--- config.mk ---
export PLATFORM = sky130hd
export DESIGN_NAME = param_updown_counter
export DESIGN_NICKNAME = d
export VERILOG_FILES = /design/src/rtl/counter_pkg.sv /design/src/rtl/count_prescaler.sv /design/src/rtl/param_updown_counter.sv
export SDC_FILE = /design/constraint.sdc
export NUM_CORES = 1
export LEC_CHECK = 0
export CORE_MARGIN = 3
export CORE_UTILIZATION = 43
export CTS_BUF_LIST = sky130_fd_sc_hd__clkbuf_4 sky130_fd_sc_hd__clkbuf_8
export CTS_CLUSTER_SIZE = 10
export DETAILED_ROUTE_END_ITERATION = 10
export PLACE_DENSITY = 0.88
export SLEW_MARGIN = 30
export SYNTH_ARGS = -nofsm -noshare
export SYNTH_HDL_FRONTEND = slang
export SYNTH_SLANG_ARGS = --single-unit
--- constraint.sdc ---
create_clock -name clk -period 1.7 [get_ports clk]
set_input_delay 0.17 -clock clk [delete_from_list [all_inputs] [get_ports clk]]
set_output_delay 0.17 -clock clk [all_outputs]
set_load 0.005 [all_outputs]
--- src/rtl/counter_pkg.sv ---
// rtl/counter_pkg.sv - shared constants and step-result flag type for param_updown_counter
package counter_pkg;

  localparam logic MODE_WRAP = 1'b0;
  localparam logic MODE_SAT  = 1'b1;
  localparam logic DIR_UP    = 1'b1;
  localparam logic DIR_DOWN  = 1'b0;

  // Width-independent part of a step result; the count field is added by the
  // counter itself, since its width is a per-instance parameter.
  typedef struct packed {
    logic ovf;
    logic unf;
  } step_flags_t;

endpackage

--- src/rtl/count_prescaler.sv ---
// rtl/count_prescaler.sv - enable divider producing one step per DIV enabled cycles
module count_prescaler #(
  parameter int DIV = 4
) (
  input  logic clk,
  input  logic reset,
  input  logic i_clear,
  input  logic i_enable,
  output logic o_step
);

  localparam int PW = $clog2(DIV);

  logic [PW-1:0] r_phase;
  logic          w_last;

  assign w_last = (r_phase == PW'(DIV - 1));
  assign o_step = i_enable & w_last;

  // Phase only advances on enabled cycles, so it freezes while enable is low.
  always_ff @(posedge clk) begin
    if (reset || i_clear) begin
      r_phase <= '0;
    end else if (i_enable) begin
      r_phase <= w_last ? '0 : r_phase + 1'b1;
    end
  end

endmodule

--- src/rtl/param_updown_counter.sv ---
// rtl/param_updown_counter.sv - up/down wrap/saturate counter; optional prescaler via COUNTER_PRESCALE_EN
module param_updown_counter
  import counter_pkg::*;
#(
  parameter int          WIDTH        = 4,
  parameter int unsigned RESET_VALUE  = 0,
  parameter int          PRESCALE_DIV = 4
) (
  input  logic             clk,
  input  logic             reset,
  input  logic             enable,
  input  logic             up_down,
  input  logic             mode,
  input  logic [WIDTH-1:0] limit,
  input  logic             load,
  input  logic [WIDTH-1:0] load_value,
  input  logic             err_clr,
  output logic [WIDTH-1:0] counter_out,
  output logic             overflow_out,
  output logic             underflow_out,
  output logic             at_limit,
  output logic             at_zero,
  output logic             err_sticky
);

  typedef struct packed {
    logic [WIDTH-1:0] count;
    step_flags_t      flags;
  } step_result_t;

  if (WIDTH < 2 || WIDTH > 32 || PRESCALE_DIV < 2 || PRESCALE_DIV > 256) begin : g_bad_param
    $error("param_updown_counter: WIDTH or PRESCALE_DIV out of range");
  end

  // A count above limit (limit lowered at runtime) is treated as at-limit going up.
  function automatic step_result_t next_step(
    input logic [WIDTH-1:0] cnt,
    input logic [WIDTH-1:0] lim,
    input logic             dir,
    input logic             md
  );
    step_result_t res;
    res.count = cnt;
    res.flags = '0;
    if (dir == DIR_UP) begin
      if (cnt >= lim) begin
        res.flags.ovf = 1'b1;
        res.count     = (md == MODE_SAT) ? lim : '0;
      end else begin
        res.count = cnt + 1'b1;
      end
    end else begin
      if (cnt == '0) begin
        res.flags.unf = 1'b1;
        res.count     = (md == MODE_SAT) ? '0 : lim;
      end else begin
        res.count = cnt - 1'b1;
      end
    end
    return res;
  endfunction

  logic [WIDTH-1:0] r_count;
  logic             r_ovf;
  logic             r_unf;
  logic             r_err;

  logic             w_step;
  step_result_t     w_res;
  logic [WIDTH-1:0] w_load_count;
  logic             w_ovf_next;
  logic             w_unf_next;

`ifdef COUNTER_PRESCALE_EN
  count_prescaler #(
    .DIV(PRESCALE_DIV)
  ) u_prescaler (
    .clk     (clk),
    .reset   (reset),
    .i_clear (load),
    .i_enable(enable),
    .o_step  (w_step)
  );
`else
  assign w_step = enable;
`endif

  assign w_res        = next_step(r_count, limit, up_down, mode);
  assign w_load_count = (load_value > limit) ? limit : load_value;
  assign w_ovf_next   = w_step & ~load & w_res.flags.ovf;
  assign w_unf_next   = w_step & ~load & w_res.flags.unf;

  always_ff @(posedge clk) begin
    if (reset) begin
      r_count <= WIDTH'(RESET_VALUE);
      r_ovf   <= 1'b0;
      r_unf   <= 1'b0;
      r_err   <= 1'b0;
    end else begin
      r_ovf <= w_ovf_next;
      r_unf <= w_unf_next;
      // A new event wins over a simultaneous clear.
      r_err <= (r_err & ~err_clr) | w_ovf_next | w_unf_next;
      if (load) begin
        r_count <= w_load_count;
      end else if (w_step) begin
        r_count <= w_res.count;
      end
    end
  end

  assign counter_out   = r_count;
  assign overflow_out  = r_ovf;
  assign underflow_out = r_unf;
  assign err_sticky    = r_err;
  assign at_limit      = (r_count == limit);
  assign at_zero       = (r_count == '0);

endmodule

==> results of run 1 <==
layout by cell type, fill, tap and decap left out, types with 3 or more instances in the layout:
cell	synthesis	final
buf_6	2	3
nor2_1	4	3
nand2_1	7	7
buf_4	1	24
dlygate4sd2_1	0	6
a21oi_2	3	3
mux2i_1	5	4
nand3_1	3	3
ha_4	0	4
clkdlybuf4s50_1	0	16
dfxtp_2	0	4
o221ai_2	2	4
ha_1	10	6
clkbuf_4	0	4
inv_1	10	6
dfxtp_1	7	3
inv_2	3	6
layout make-up:
class / instances / area, um2 / area share, %
multi-input combinational: 71 / 712 / 50.7
clock buffer: 4 / 30.0 / 2.14
timing repair buffer: 50 / 437 / 31.1
sequential: 7 / 145 / 10.3
tap: 24 / 30.0 / 2.14
inverter: 13 / 51.3 / 3.65
kinds of logic (layout without fill, tap and decap cells):
kind of cell,count (synthesis),after routing,synth area share [%]
adders and majority gates,10,10,15.7
AOI/OAI and AO/OA,28,28,30.0
buffers and inverters,16,67,9.91
muxes,7,7,9.12
DFF,7,7,17.6
xor gates and xnor gates,2,2,2.20
and+or+nand+nor,24,24,15.4
worst paths after layout:
| kind | slack [ns] | to | startpoint |
|---|---|---|---|
| setup / recovery | 0.02 | counter_out[0] | counter_out[0] |
| hold / removal | 0.40 | counter_out[1] | load_value[1] |
| setup reg to reg | 0.02 | counter_out[0] | counter_out[0] |
| hold reg to reg | 0.50 | err_sticky | err_sticky |
through the flow:
stage / setup slack, ns / util, % / std cells
2_1_floorplan: 0.00850 / - / 94
4_1_cts: -0.0125 / 80.3 / 167
3_3_place_gp: -0.447 / 72.7 / 159
3_5_place_dp: -0.505 / 72.7 / 159
6_report: 0.0150 / 86.3 / 169
5_1_grt: -0.0554 / 86.3 / 169
metal layers:
layer / vias up / wire length, um / part of all wire [%]
met5: - / 0 / 0
met4: 0 / 216 / 6.6
met3: 21 / 222 / 6.8
met2: 61 / 1550 / 48
met1: 480 / 1260 / 39
li1: 458 / - / -
power groups by stage:
stage / combinational (mW) / sequential [mW] / clock (mW)
2_1_floorplan: 0.209 / 0.200 / 0
3_3_place_gp: 0.392 / 0.190 / 0
3_5_place_dp: 0.411 / 0.190 / 0
4_1_cts: 0.475 / 0.191 / 0.189
5_1_grt: 0.599 / 0.194 / 0.204
6_report: 0.561 / 0.193 / 0.192
worst min-delay path, stage by stage:
cell,delay (ns)
dlygate4sd2_1,0.24
mux2i_1,0.11
o22ai_2,0.10
registers in the layout, summed over array words and instances, names as in the netlist:
| name | cells |
|---|---|
| counter_out | 4 |
| err_sticky | 1 |
| overflow_out | 1 |
| underflow_out | 1 |
what timing repair did:
action,in CTS,in global routing
pin swaps,8,9
endpoints found under the setup margin,7,6
setup buffers,5,2
resized for setup,26,16
endpoints found under the hold margin,0,0
==> qor.csv, run 1 <==
metric,value,unit
Clock Skews,0.00752,ns
CP top delay family,simple AND/OR/NAND/NOR gates,
Vias,1020,
Power per Cell Area,673,nW/um2
M2 GR Usage,47.7,%
die area,2400,um2
Starting Density,48.8,%
synth warn,0,
vias in the first global route,1062,
htree depth,1,
Min Hold Slack,0.397,ns
ANT nets after route,0,
placer congestion estimate,0.968,
Worst path depth,8,
setup TNS,0,ns
DRC Markers,0,
Worst Setup End Kind,register,
GRT Util Overall,27.3,%
WL per Instance,19.2,um
max incr delay on CP,0.40,ns
antenna violations before repair,0,
most used routing layer,met2,
Worst-Skew Late Latency,0.28,ns
dominant cell type by area after synthesis,dfxtp_1,
Crit-path slowest cell,or3b_4,
max-slew violations,0,
# rows,14,
R2R depth,8,
input/output buffers,23,
Post-Syn Area per Cell,8.47,um2
routed vias/inst,6.04,
Clock Sinks,7,
CTS Buf Count,3,
Slew HR,69.0,%
number of max-cap violations,0,
WS Path Type,reg2reg,
number of fill cells in the layout,95,
first-pass GRT wire length,5.00,mm
CTS tree,yes,
"Buf+Inv Stages, Crit Path",2,
RSZ-0062 raised after global routing,true,
# hold bufs at CTS,0,
share of layout cells above drive strength 1,46.9,%
"Top FF cell, synth",dfxtp_1,
Seq pwr share,20.4,%
Cell variety after synth,39,
sequential share of the synthesized area,17.6,%
Clock Root Buffer,clkbuf_4,
combinational power share,59.4,%
Min-Delay Path Class,in2reg,
First-pass DRT Iterations,4,
Core Region,1630,um2
count of flip-flops with a built-in enable after synthesis,0,
required time of the critical path,1.85,ns
met3 GRT Util,7.03,%
"Design Area, Final",1410,um2
VDD IR max,0.000569,V
list of most frequent post-synthesis cells,"ha_1, inv_1, dfxtp_1, nand2_1, mux2i_1",
met1 GRT Util,29.1,%
largest net degree at the start of global routing,9,
Post-Syn Area,796,um2
grt ovf,0,
post-synth net total,119,
I/O Pins,24,
Layout Area Growth over Synthesis,76.6,%
Gate Count Post-Synth,94,
CTS clock-pin slew for the worst setup and hold paths,0.06,ns
Switch Pwr,0.362,mW
NumNets Final,171,
Max Freq,0.593,GHz
post-place instance area,1180,um2
Synth Register Bits,7,
Pwr Total,0.946,mW
clock share of power,20.3,%
critical path cell sequence,inv_4 > ha_4 > or3b_4 > buf_6 > o21ai_2 > mux2i_1 > o311ai_4 > o221ai_2,
Int Power,0.584,mW
status,"finished, final reports clean",
WL final,3.25,mm
min Tclk post-route,1.68,ns
die height,49.0,um
dominant cells by area after synthesis,"dfxtp_1, ha_1, mux2i_1",
Fin. Hold Viols,0,
Min-Delay Path Depth,3,
arrival time of the worst setup path,1.84,ns
measured slew at the worst slew-check pin,0.464,ns
# setup viols final,0,
drt initial violations,24,
crit share post-route,99.1,%
Synth top area share,17.6,%
Max Root-Sink Buffers,2,
startpoint types,register,
CP Max Fanout,4,
# diodes,0,
die width,49.0,um
Synth async-reset ratio,0,%
HPWL after DPL,2.04,mm
leakage power,0.602,nW
switch share,38.2,%
(Power assumes the default switching activity.)
==> inputs of run 2 (changes only) <==
Settings changed: CTS_CLUSTER_DIAMETER set to 60, RECOVER_POWER set to 25.
==> qor.csv, run 2 (synthesis gave the netlist of run 1 again) <==
metric,value,unit
status,"finished, final reports clean",
WS Path Type,reg2reg,
Core Region,1630,um2
# diodes,0,
RSZ-0062 raised after global routing,true,
CP Max Fanout,4,
Reg area,145,um2
Power per Cell Area,673,nW/um2
I/O Pins,24,
"most common cell after layout, fill and taps aside",buf_4,
CTS clock-pin slew for the worst setup and hold paths,0.06,ns
first-pass GRT wire length,5.00,mm
GRT Util Overall,27.3,%
number of max-cap violations,0,
max reg flops,4,
Worst-Skew Late Latency,0.28,ns
arrival time of the worst setup path,1.84,ns
Multi-input gate area,712,um2
CP endpoint,counter_out[0],
"Design Area, Final",1410,um2
grt ovf,0,
number of fill cells in the layout,95,
max incr delay on CP,0.40,ns
Clock Root Buffer,clkbuf_4,
Final Non-Filler Cells,169,
First-pass DRT Iterations,4,
CTS Buf Count,3,
drt initial violations,24,
Clock Sinks,7,
die width,49.0,um
startpoint types,register,
leakage power,0.609,nW
Max Freq,0.593,GHz
Starting Density,48.8,%
critical path cell sequence,inv_4 > ha_4 > or3b_4 > buf_6 > o21ai_2 > mux2i_1 > o311ai_4 > o221ai_2,
Cells after DPL,159,
VDD IR max,0.000569,V
max-slew violations,0,
Crit-path slowest cell,or3b_4,
ANT nets after route,0,
measured slew at the worst slew-check pin,0.464,ns
antenna violations before repair,0,
vias in the first global route,1062,
Layout Area Growth over Synthesis,76.6,%
# rows,14,
# setup viols final,0,
htree depth,1,
min Tclk post-route,1.68,ns
R2R Setup Slk,0.02,ns
Clock Skews,0.00752,ns
Min-Delay Path Class,in2reg,
HPWL after DPL,2.04,mm
share of layout cells above drive strength 1,46.9,%
required time of the critical path,1.85,ns
R2R depth,8,
CTS tree,yes,
placer congestion estimate,0.968,
largest net degree at the start of global routing,9,
Max Root-Sink Buffers,2,
WL final,3.25,mm
input/output buffers,23,
Vias,1020,
Fin. Hold Viols,0,
CP startpoint,counter_out[0],
reg2reg end,counter_out[0],
routed vias/inst,6.04,
most frequent cells in the layout,"buf_4, clkdlybuf4s50_1, nand2_1",
die height,49.0,um
Worst Setup End Kind,register,
post-place instance area,1180,um2
crit share post-route,99.1,%
NumNets Final,171,
WL per Instance,19.2,um
die area,2400,um2
R2R Path Start,counter_out[0],
Slew HR,69.0,%
DRC Markers,0,
## run 2: cell types whose count changed in the layout (fill, tap and decap cells not counted)
cell             previous run  this run
dlygate4sd3_1               0         2
clkdlybuf4s50_1            16        14
## run 2: through the flow
step / worst slack [ns] / power [mW] / util [%] / setup TNS [ns] / hold WS, ns
finish: 0.0150 / 0.945 / 86.3 / 0 / 0.397
global route: -0.0554 / 0.996 / 86.3 / -0.169 / 0.435
CTS: -0.0125 / 0.855 / 80.3 / -0.0125 / 0.347
detailed placement: -0.505 / 0.602 / 72.7 / -2.49 / 0.467
global placement: -0.447 / 0.582 / 72.7 / -2.14 / 0.457
floorplan: 0.00850 / 0.410 / - / 0 / 0.248
## run 2: how the worst min path moves through the flow
stage,cells past startpoint,endpoint,from,slack [ns]
floorplan,1,underflow_out,load,0.25
global placement,1,err_sticky,err_sticky,0.46
detailed placement,1,err_sticky,err_sticky,0.47
CTS,3,counter_out[1],load_value[1],0.35
global route,3,counter_out[1],load_value[1],0.44
finish,3,counter_out[1],load_value[1],0.40
## run 2: worst max-delay path, delay by kind of cell, from the launching register on
| family | cells | cell delay [ns] |
|---|---|---|
| muxes | 1 | 0.13 |
| and+or+nand+nor | 1 | 0.40 |
| AOI/OAI and AO/OA | 3 | 0.34 |
| DFF | 1 | 0.33 |
| buffers and inverters | 2 | 0.23 |
| adders and majority gates | 1 | 0.13 |
## run 2: layout make-up
type	count	area share [%]
Tap cell	24	2.14
Sequential cell	7	10.3
Timing Repair Buffer	50	31.1
Multi-Input combinational cell	71	50.7
Inverter	13	3.65
Clock buffer	4	2.14
## run 2: where the power goes
part	internal, mW	leakage [nW]	switching (mW)	total (mW)
combinational	0.297	0.532	0.264	0.561
clock	0.107	0.0184	0.0846	0.192
sequential	0.180	0.0587	0.0130	0.193
## run 2: layer usage
metal | track usage, % | wire length (um)
met3 | 7.03 | 222
met4 | 17.1 | 216
met5 | 0 | 0
met2 | 47.7 | 1550
met1 | 29.1 | 1260
## run 2: repair_timing
item	CTS	global route
hold buffers	0	0
buffers inserted	5	2
gates resized for setup	26	16
pin swaps	8	9
setup endpoints to repair	7	6
